===== src/rtl/nvram_ctrl_if.sv =====
// CPU bus, host backup port and status bundle for nvram_ctrl.
// With NVRAM_CSUM_EN defined the bundle also carries host_csum.
interface nvram_ctrl_if #(
   parameter int AW = 8,
   parameter int DW = 4
) ();
   logic          cpu_cs;
   logic          cpu_we;
   logic [AW-1:0] cpu_addr;
   logic [DW-1:0] cpu_din;
   logic [DW-1:0] cpu_dout;
   logic          cpu_rvalid;
   logic          host_dump_req;
   logic          host_load_req;
   logic [DW-1:0] host_dout;
   logic [AW-1:0] host_dout_addr;
   logic          host_dout_valid;
   logic          host_dout_ready;
   logic [DW-1:0] host_din;
   logic          host_din_valid;
   logic          host_din_ready;
   logic          busy;
   logic          done;
   logic          dirty;
`ifdef NVRAM_CSUM_EN
   logic [7:0]    host_csum;
`endif

   modport master (
      output cpu_cs, cpu_we, cpu_addr, cpu_din,
      output host_dump_req, host_load_req, host_dout_ready, host_din, host_din_valid,
      input  cpu_dout, cpu_rvalid, host_dout, host_dout_addr, host_dout_valid,
      input  host_din_ready, busy, done, dirty
`ifdef NVRAM_CSUM_EN
      , input host_csum
`endif
   );

   modport slave (
      input  cpu_cs, cpu_we, cpu_addr, cpu_din,
      input  host_dump_req, host_load_req, host_dout_ready, host_din, host_din_valid,
      output cpu_dout, cpu_rvalid, host_dout, host_dout_addr, host_dout_valid,
      output host_din_ready, busy, done, dirty
`ifdef NVRAM_CSUM_EN
      , output host_csum
`endif
   );
endinterface


===== src/rtl/nvram_ctrl.sv =====
// Arbiter/sequencer sharing one NVRAM port between the CPU and a host dump/load engine.
// Optional NVRAM_CSUM_EN adds a mod-256 nibble checksum of the last dump or load.
module nvram_ctrl #(
   parameter int AW = 8,
   parameter int DW = 4
) (
   input  logic          clk,
   input  logic          reset,
   nvram_ctrl_if.slave   bus,
   output logic [AW-1:0] nv_a,
   output logic [DW-1:0] nv_i,
   input  logic [DW-1:0] nv_o,
   output logic          nv_ce_n,
   output logic          nv_rw_n
);

   typedef enum logic [2:0] {IDLE, DUMP_RD, DUMP_OUT, LOAD, FIN} state_t;

   localparam logic [AW-1:0] ADDR_MAX = '1;

   state_t        state;
   state_t        state_next;
   logic [AW-1:0] addr;
   logic [AW-1:0] addr_next;
   logic          rd_pend;
   logic [DW-1:0] rd_hold;
   logic          first_out;
   logic [DW-1:0] dump_hold;
   logic          dirty_q;
   logic          cpu_wr;
   logic          cpu_rd;
   logic          op_start;
   logic          load_wr;
   logic          dump_acc;

   assign cpu_wr = bus.cpu_cs & bus.cpu_we;
   assign cpu_rd = bus.cpu_cs & ~bus.cpu_we;

   always_ff @(posedge clk or posedge reset) begin
      if (reset) state <= IDLE;
      else       state <= state_next;
   end

   // Host sequencing; the CPU override at the end gives it the RAM port unconditionally.
   always_comb begin
      state_next         = state;
      addr_next          = addr;
      op_start           = 1'b0;
      load_wr            = 1'b0;
      dump_acc           = 1'b0;
      nv_ce_n            = 1'b1;
      nv_rw_n            = 1'b1;
      nv_a               = '0;
      nv_i               = '0;
      bus.host_din_ready = 1'b0;
      case (state)
         IDLE: begin
            if (bus.host_dump_req) begin
               state_next = DUMP_RD;
               addr_next  = '0;
               op_start   = 1'b1;
            end else if (bus.host_load_req) begin
               state_next = LOAD;
               addr_next  = '0;
               op_start   = 1'b1;
            end
         end
         DUMP_RD: begin
            if (!bus.cpu_cs) begin
               nv_ce_n    = 1'b0;
               nv_a       = addr;
               state_next = DUMP_OUT;
            end
         end
         DUMP_OUT: begin
            if (bus.host_dout_ready) begin
               dump_acc = 1'b1;
               if (addr == ADDR_MAX) begin
                  state_next = FIN;
               end else begin
                  addr_next  = addr + 1'b1;
                  state_next = DUMP_RD;
               end
            end
         end
         LOAD: begin
            bus.host_din_ready = ~bus.cpu_cs;
            if (bus.host_din_valid && !bus.cpu_cs) begin
               load_wr = 1'b1;
               nv_ce_n = 1'b0;
               nv_rw_n = 1'b0;
               nv_a    = addr;
               nv_i    = bus.host_din;
               if (addr == ADDR_MAX) state_next = FIN;
               else                  addr_next  = addr + 1'b1;
            end
         end
         FIN:     state_next = IDLE;
         default: state_next = IDLE;
      endcase
      if (bus.cpu_cs) begin
         nv_ce_n = 1'b0;
         nv_rw_n = ~bus.cpu_we;
         nv_a    = bus.cpu_addr;
         nv_i    = bus.cpu_we ? bus.cpu_din : '0;
      end
   end

   // nv_o is live only in the cycle after a read, so hold registers keep outputs stable afterwards.
   always_ff @(posedge clk or posedge reset) begin
      if (reset) begin
         addr      <= '0;
         rd_pend   <= 1'b0;
         rd_hold   <= '0;
         first_out <= 1'b0;
         dump_hold <= '0;
         dirty_q   <= 1'b0;
      end else begin
         addr      <= addr_next;
         rd_pend   <= cpu_rd;
         first_out <= (state == DUMP_RD) && !bus.cpu_cs;
         if (rd_pend)   rd_hold   <= nv_o;
         if (first_out) dump_hold <= nv_o;
         if (cpu_wr)             dirty_q <= 1'b1;
         else if (state == FIN)  dirty_q <= 1'b0;
      end
   end

   assign bus.cpu_rvalid      = rd_pend;
   assign bus.cpu_dout        = rd_pend ? nv_o : rd_hold;
   assign bus.host_dout       = first_out ? nv_o : dump_hold;
   assign bus.host_dout_addr  = addr;
   assign bus.host_dout_valid = (state == DUMP_OUT);
   assign bus.busy            = (state != IDLE);
   assign bus.done            = (state == FIN);
   assign bus.dirty           = dirty_q;

`ifdef NVRAM_CSUM_EN
   logic [7:0] csum;

   always_ff @(posedge clk or posedge reset) begin
      if (reset)         csum <= '0;
      else if (op_start) csum <= '0;
      else if (dump_acc) csum <= csum + 8'(bus.host_dout);
      else if (load_wr)  csum <= csum + 8'(bus.host_din);
   end

   assign bus.host_csum = csum;
`else
   logic unused_csum;
   assign unused_csum = op_start | load_wr | dump_acc;
`endif

endmodule

===== src/flat_wrapper.sv =====
// flat-port wrapper written by rule: the top's interface ports become plain ports
module nvram_ctrl_flat 
#(
   parameter int AW = 8,
   parameter int DW = 4
)
  (clk, reset, nv_a, nv_i, nv_o, nv_ce_n, nv_rw_n, bus_cpu_cs, bus_cpu_we, bus_cpu_addr, bus_cpu_din, bus_host_dump_req, bus_host_load_req, bus_host_dout_ready, bus_host_din, bus_host_din_valid, bus_cpu_dout, bus_cpu_rvalid, bus_host_dout, bus_host_dout_addr, bus_host_dout_valid, bus_host_din_ready, bus_busy, bus_done, bus_dirty);
  nvram_ctrl_if #(.AW(AW), .DW(DW)) bus_i ();
  input  logic clk;
  input  logic reset;
  output logic [AW-1:0] nv_a;
  output logic [DW-1:0] nv_i;
  input  logic [DW-1:0] nv_o;
  output logic nv_ce_n;
  output logic nv_rw_n;
  input wire logic [$bits(bus_i.cpu_cs)-1:0] bus_cpu_cs;
  input wire logic [$bits(bus_i.cpu_we)-1:0] bus_cpu_we;
  input wire logic [$bits(bus_i.cpu_addr)-1:0] bus_cpu_addr;
  input wire logic [$bits(bus_i.cpu_din)-1:0] bus_cpu_din;
  input wire logic [$bits(bus_i.host_dump_req)-1:0] bus_host_dump_req;
  input wire logic [$bits(bus_i.host_load_req)-1:0] bus_host_load_req;
  input wire logic [$bits(bus_i.host_dout_ready)-1:0] bus_host_dout_ready;
  input wire logic [$bits(bus_i.host_din)-1:0] bus_host_din;
  input wire logic [$bits(bus_i.host_din_valid)-1:0] bus_host_din_valid;
  output wire logic [$bits(bus_i.cpu_dout)-1:0] bus_cpu_dout;
  output wire logic [$bits(bus_i.cpu_rvalid)-1:0] bus_cpu_rvalid;
  output wire logic [$bits(bus_i.host_dout)-1:0] bus_host_dout;
  output wire logic [$bits(bus_i.host_dout_addr)-1:0] bus_host_dout_addr;
  output wire logic [$bits(bus_i.host_dout_valid)-1:0] bus_host_dout_valid;
  output wire logic [$bits(bus_i.host_din_ready)-1:0] bus_host_din_ready;
  output wire logic [$bits(bus_i.busy)-1:0] bus_busy;
  output wire logic [$bits(bus_i.done)-1:0] bus_done;
  output wire logic [$bits(bus_i.dirty)-1:0] bus_dirty;
  assign bus_i.cpu_cs = bus_cpu_cs;
  assign bus_i.cpu_we = bus_cpu_we;
  assign bus_i.cpu_addr = bus_cpu_addr;
  assign bus_i.cpu_din = bus_cpu_din;
  assign bus_i.host_dump_req = bus_host_dump_req;
  assign bus_i.host_load_req = bus_host_load_req;
  assign bus_i.host_dout_ready = bus_host_dout_ready;
  assign bus_i.host_din = bus_host_din;
  assign bus_i.host_din_valid = bus_host_din_valid;
  assign bus_cpu_dout = bus_i.cpu_dout;
  assign bus_cpu_rvalid = bus_i.cpu_rvalid;
  assign bus_host_dout = bus_i.host_dout;
  assign bus_host_dout_addr = bus_i.host_dout_addr;
  assign bus_host_dout_valid = bus_i.host_dout_valid;
  assign bus_host_din_ready = bus_i.host_din_ready;
  assign bus_busy = bus_i.busy;
  assign bus_done = bus_i.done;
  assign bus_dirty = bus_i.dirty;
  nvram_ctrl #(.AW(AW), .DW(DW)) u_core (.clk(clk), .reset(reset), .bus(bus_i), .nv_a(nv_a), .nv_i(nv_i), .nv_o(nv_o), .nv_ce_n(nv_ce_n), .nv_rw_n(nv_rw_n));
endmodule

===== config.mk =====
export PLATFORM = sky130hd
export DESIGN_NAME = nvram_ctrl_flat
export DESIGN_NICKNAME = d
export VERILOG_FILES = /design/src/rtl/nvram_ctrl_if.sv /design/src/rtl/nvram_ctrl.sv /design/src/flat_wrapper.sv
export SDC_FILE = /design/constraint.sdc
export NUM_CORES = 1
export LEC_CHECK = 0
export ABC_CLOCK_PERIOD_IN_PS = 2600
export BUFFER_PORTS_ARGS = -buffer_cell sky130_fd_sc_hd__buf_2
export CORE_MARGIN = 2
export CORE_UTILIZATION = 48
export DETAILED_ROUTE_END_ITERATION = 12
export GPL_TIMING_DRIVEN = 0
export PLACE_DENSITY = 0.84
export SLEW_MARGIN = 5
export SYNTH_ARGS = -nofsm -noshare
export SYNTH_HDL_FRONTEND = slang
export SYNTH_SLANG_ARGS = --single-unit

===== constraint.sdc =====
create_clock -name clk -period 2.6 [get_ports clk]
set_input_delay 0.78 -clock clk [delete_from_list [all_inputs] [get_ports clk]]
set_output_delay 0.78 -clock clk [all_outputs]
set_load 0.02 [all_outputs]

==> impl_results.md <==
* Die span in y at 54.90 um
* Multi-input combinational cell area at 671.9 sq um
* Hold-fix buffers at CTS at 0
* Synth Instances at 122
* Total Neg Setup Slack at 0 ns
* Drt pass-1 iters at 4
* Endpoints failing setup at 0
* Core area at 0.002477 sq mm
* Final Hold Fails at 0
* Initial Utilization at 50.20%
* Final Cell Area at 0.001679 sq mm
* Cell taking the most area after synthesis: dfrtp_1
* Largest net degree at the start of global routing at 23
* Pleak at 0.8938 nW
* Hold crit path type: reg -> reg
* Critical path fanouts, max at 8
* Worst relative slew slack at 45.71%
* HPWL after DPL at 2394 um
* Period Utilization, post-route at 98.15%
* H-tree level count at 1
* WS Path Type: in -> out
* Post-synth top flop: dfrtp_1
* First-pass GRT wire length at 4740 um
* CP Capture Type: output pin
* Worst Path Required at 1.82 ns
* Overflow after GRT at 0
* CTS max path bufs at 2
* Avg Cell Area, Syn at 10.19 sq um
* Fill count at 200
* FF+latch area at 550.5 sq um
* Post-synth ARST share at 100.0%
* YS warnings at 0
* Layout cells sized above 1 at 45.50%
* Top cells by area, synth: dfrtp_1 44%, a22o_1 8.5%, mux2_2 7.2%
* Antenna cells at 0
* Routed wire per std cell at 14.68 um
* DRC at 0
* Fin crit period at 2.552 ns
* Critical path launch point type: input port
* IO Count at 64
* Dpl cell area at 0.001597 sq mm
* Initial antenna violation count at 0
* Worst-Skew Late Latency at 0.32 ns
* Syn_nets at 151
* Routed Antenna Nets at 0
* DRT iter0 DRCs at 40
* Post-Syn Area at 0.001244 sq mm
* Worst-path clk slew at 0.12 ns
* Port buffer count at 63
* CTS root buf: clkbuf_4
* #FFs+latches synth at 22
* Netlist cell types at 34
* Via count at 1242
* Area Overhead vs Synth at 35.01%
* WP data arrival at 1.77 ns
* Layout Skew at 0.004599 ns
* RSZ-0062 raised after global routing: false
* Row count at 18
* CTS tree: done
* Final core utilization at 67.78%
* Total Wirelength at 3216 um
* Die area at 0.003014 sq mm
* Run status: completed
* Final net count at 219
* Post-synth top area share at 44.27%
* Post-synth EDFFs at 0
* Sink Count at 22
* Vias/cell at 5.671
* Pwr/cell area at 962.4 mW/mm^2
* Pins Over Slew Limit at 0
* Via count of the first global-routing pass at 1069
* Sequential area share after synthesis at 44.27%
* Maxcap violations at 0
* Worst Tran Pin Value at 0.8134 ns
* Fmax at 391.9 MHz
* Die W at 54.90 um
* CTS buffer count at 3
* Maximum VDD drop at 0.0007918 V
* RD Place Congestion at 0.8709
* Tot Pwr at 1.616 mW
* Gr usage total at 21.79%
-- path summary, 6_finish.rpt --
| check | from | endpoint | slack [ns] | depth (start not counted) |
|---|---|---|---|---|
| setup / recovery | bus_cpu_cs | nv_a[3] | 0.05 | 6 |
| hold / removal | u_core.bus.dirty$_DFFE_PP0P_ | u_core.bus.dirty$_DFFE_PP0P_ | 0.48 | 1 |
| setup reg to reg | u_core.bus.host_dout_addr[0]$_DFFE_PP0P_ | u_core.bus.host_dout_addr[1]$_DFFE_PP0P_ | 0.82 | 5 |
| hold reg to reg | u_core.bus.dirty$_DFFE_PP0P_ | u_core.bus.dirty$_DFFE_PP0P_ | 0.48 | 1 |
| max in group asynchronous | reset | u_core.bus.dirty$_DFFE_PP0P_ | 1.50 | 2 |
| min in group asynchronous | reset | u_core.state[2]$_DFFE_PP0P_ | 0.59 | 2 |
-- stage by stage --
step                      hold slack [ns]  setup slack [ns]  std cells
after CTS                          0.4888           0.01746        219
after floorplan                    0.5601            0.2400        122
after detailed placement           0.4609           -0.1635        215
after global placement             0.4550           -0.1059        215
final                              0.4838           0.04806        219
after global routing               0.5108          0.002483        219
-- layout make-up --
type / count / area share, %
plain buffers: 4 / 0.9687
flip-flops and latches: 22 / 32.79
repair buffers: 64 / 19.97
inverters: 4 / 0.8942
multi-input cells: 91 / 40.01
clock buffers: 3 / 1.341
well taps: 30 / 2.235
clock inverters: 1 / 1.788
-- routing by layer --
layer | share of wire [%] | vias to the layer above | track usage [%] | wire, um
li1 | - | 594 | - | -
met1 | 41 | 598 | 25.73 | 1308
met2 | 51 | 45 | 40.08 | 1655
met3 | 7.0 | 5 | 5.376 | 225
met4 | 0.84 | 0 | 4.065 | 27
met5 | 0 | - | 0 | 0
-- state kept, by name (all words and copies together) (netlist names) --
name                       flops
u_core.rd_hold                 4
u_core.state                   3
u_core.bus.cpu_rvalid          1
u_core.first_out               1
u_core.bus.dirty               1
u_core.dump_hold               4
u_core.bus.host_dout_addr      8
-- Yosys cell counts, types with 3 or more instances --
master    count
a21oi_1      10
a22o_1       12
a31oi_1       6
clkbuf_1      4
dfrtp_1      22
inv_1         4
mux2_2        8
nand2_1       5
nand2b_1      3
nor2_1        9
nor2b_1       4
nor3_1        3
o211a_1       3
o21ai_0       4
-- logic make-up after synthesis --
kind of cell,after synthesis,share of synthesized area [%]
AND/OR/NAND/NOR,39,19.01
adder cells (fa/ha/maj),1,1.006
AO/OA/AOI/OAI,43,25.66
buffers and inverters,9,2.816
multiplexers,8,7.244
flip-flops,22,44.27
-- what timing repair did --
item,4_1_cts,5_1_grt
buffers inserted,0,1
pin swaps,1,1
gates resized for setup,2,1
hold endpoints to repair,0,0
endpoints found under the setup margin,12,13
-- layout by cell type (no fill, tap or decap), types with 2 or more instances in the layout --
cell type / n
a21o_1: 2
a21oi_1: 10
a22o_1: 12
a31oi_1: 6
and2_1: 2
and3_1: 2
and3_4: 2
buf_2: 64
clkbuf_1: 3
clkbuf_4: 3
dfrtp_1: 22
inv_1: 4
mux2_2: 8
nand2_1: 5
nand2b_1: 3
nand3_1: 2
nor2_1: 9
nor2b_1: 3
nor3_1: 3
o211a_1: 3
o21ai_0: 4
-- critical path, stage by stage --
cell	delay, ns
buf_2	0.12
nand2b_1	0.21
nor3_4	0.23
buf_12	0.15
a22o_1	0.12
buf_2	0.16
-- power by group --
part           internal (mW)  total (mW)  leakage, nW  switching, mW
combinational          0.321       0.825        0.595          0.503
clock                  0.156       0.264       0.0279          0.108
sequential             0.439       0.527        0.271         0.0883
total                  0.916        1.62        0.894          0.700
Note: power is estimated with default switching activity, not from simulation.
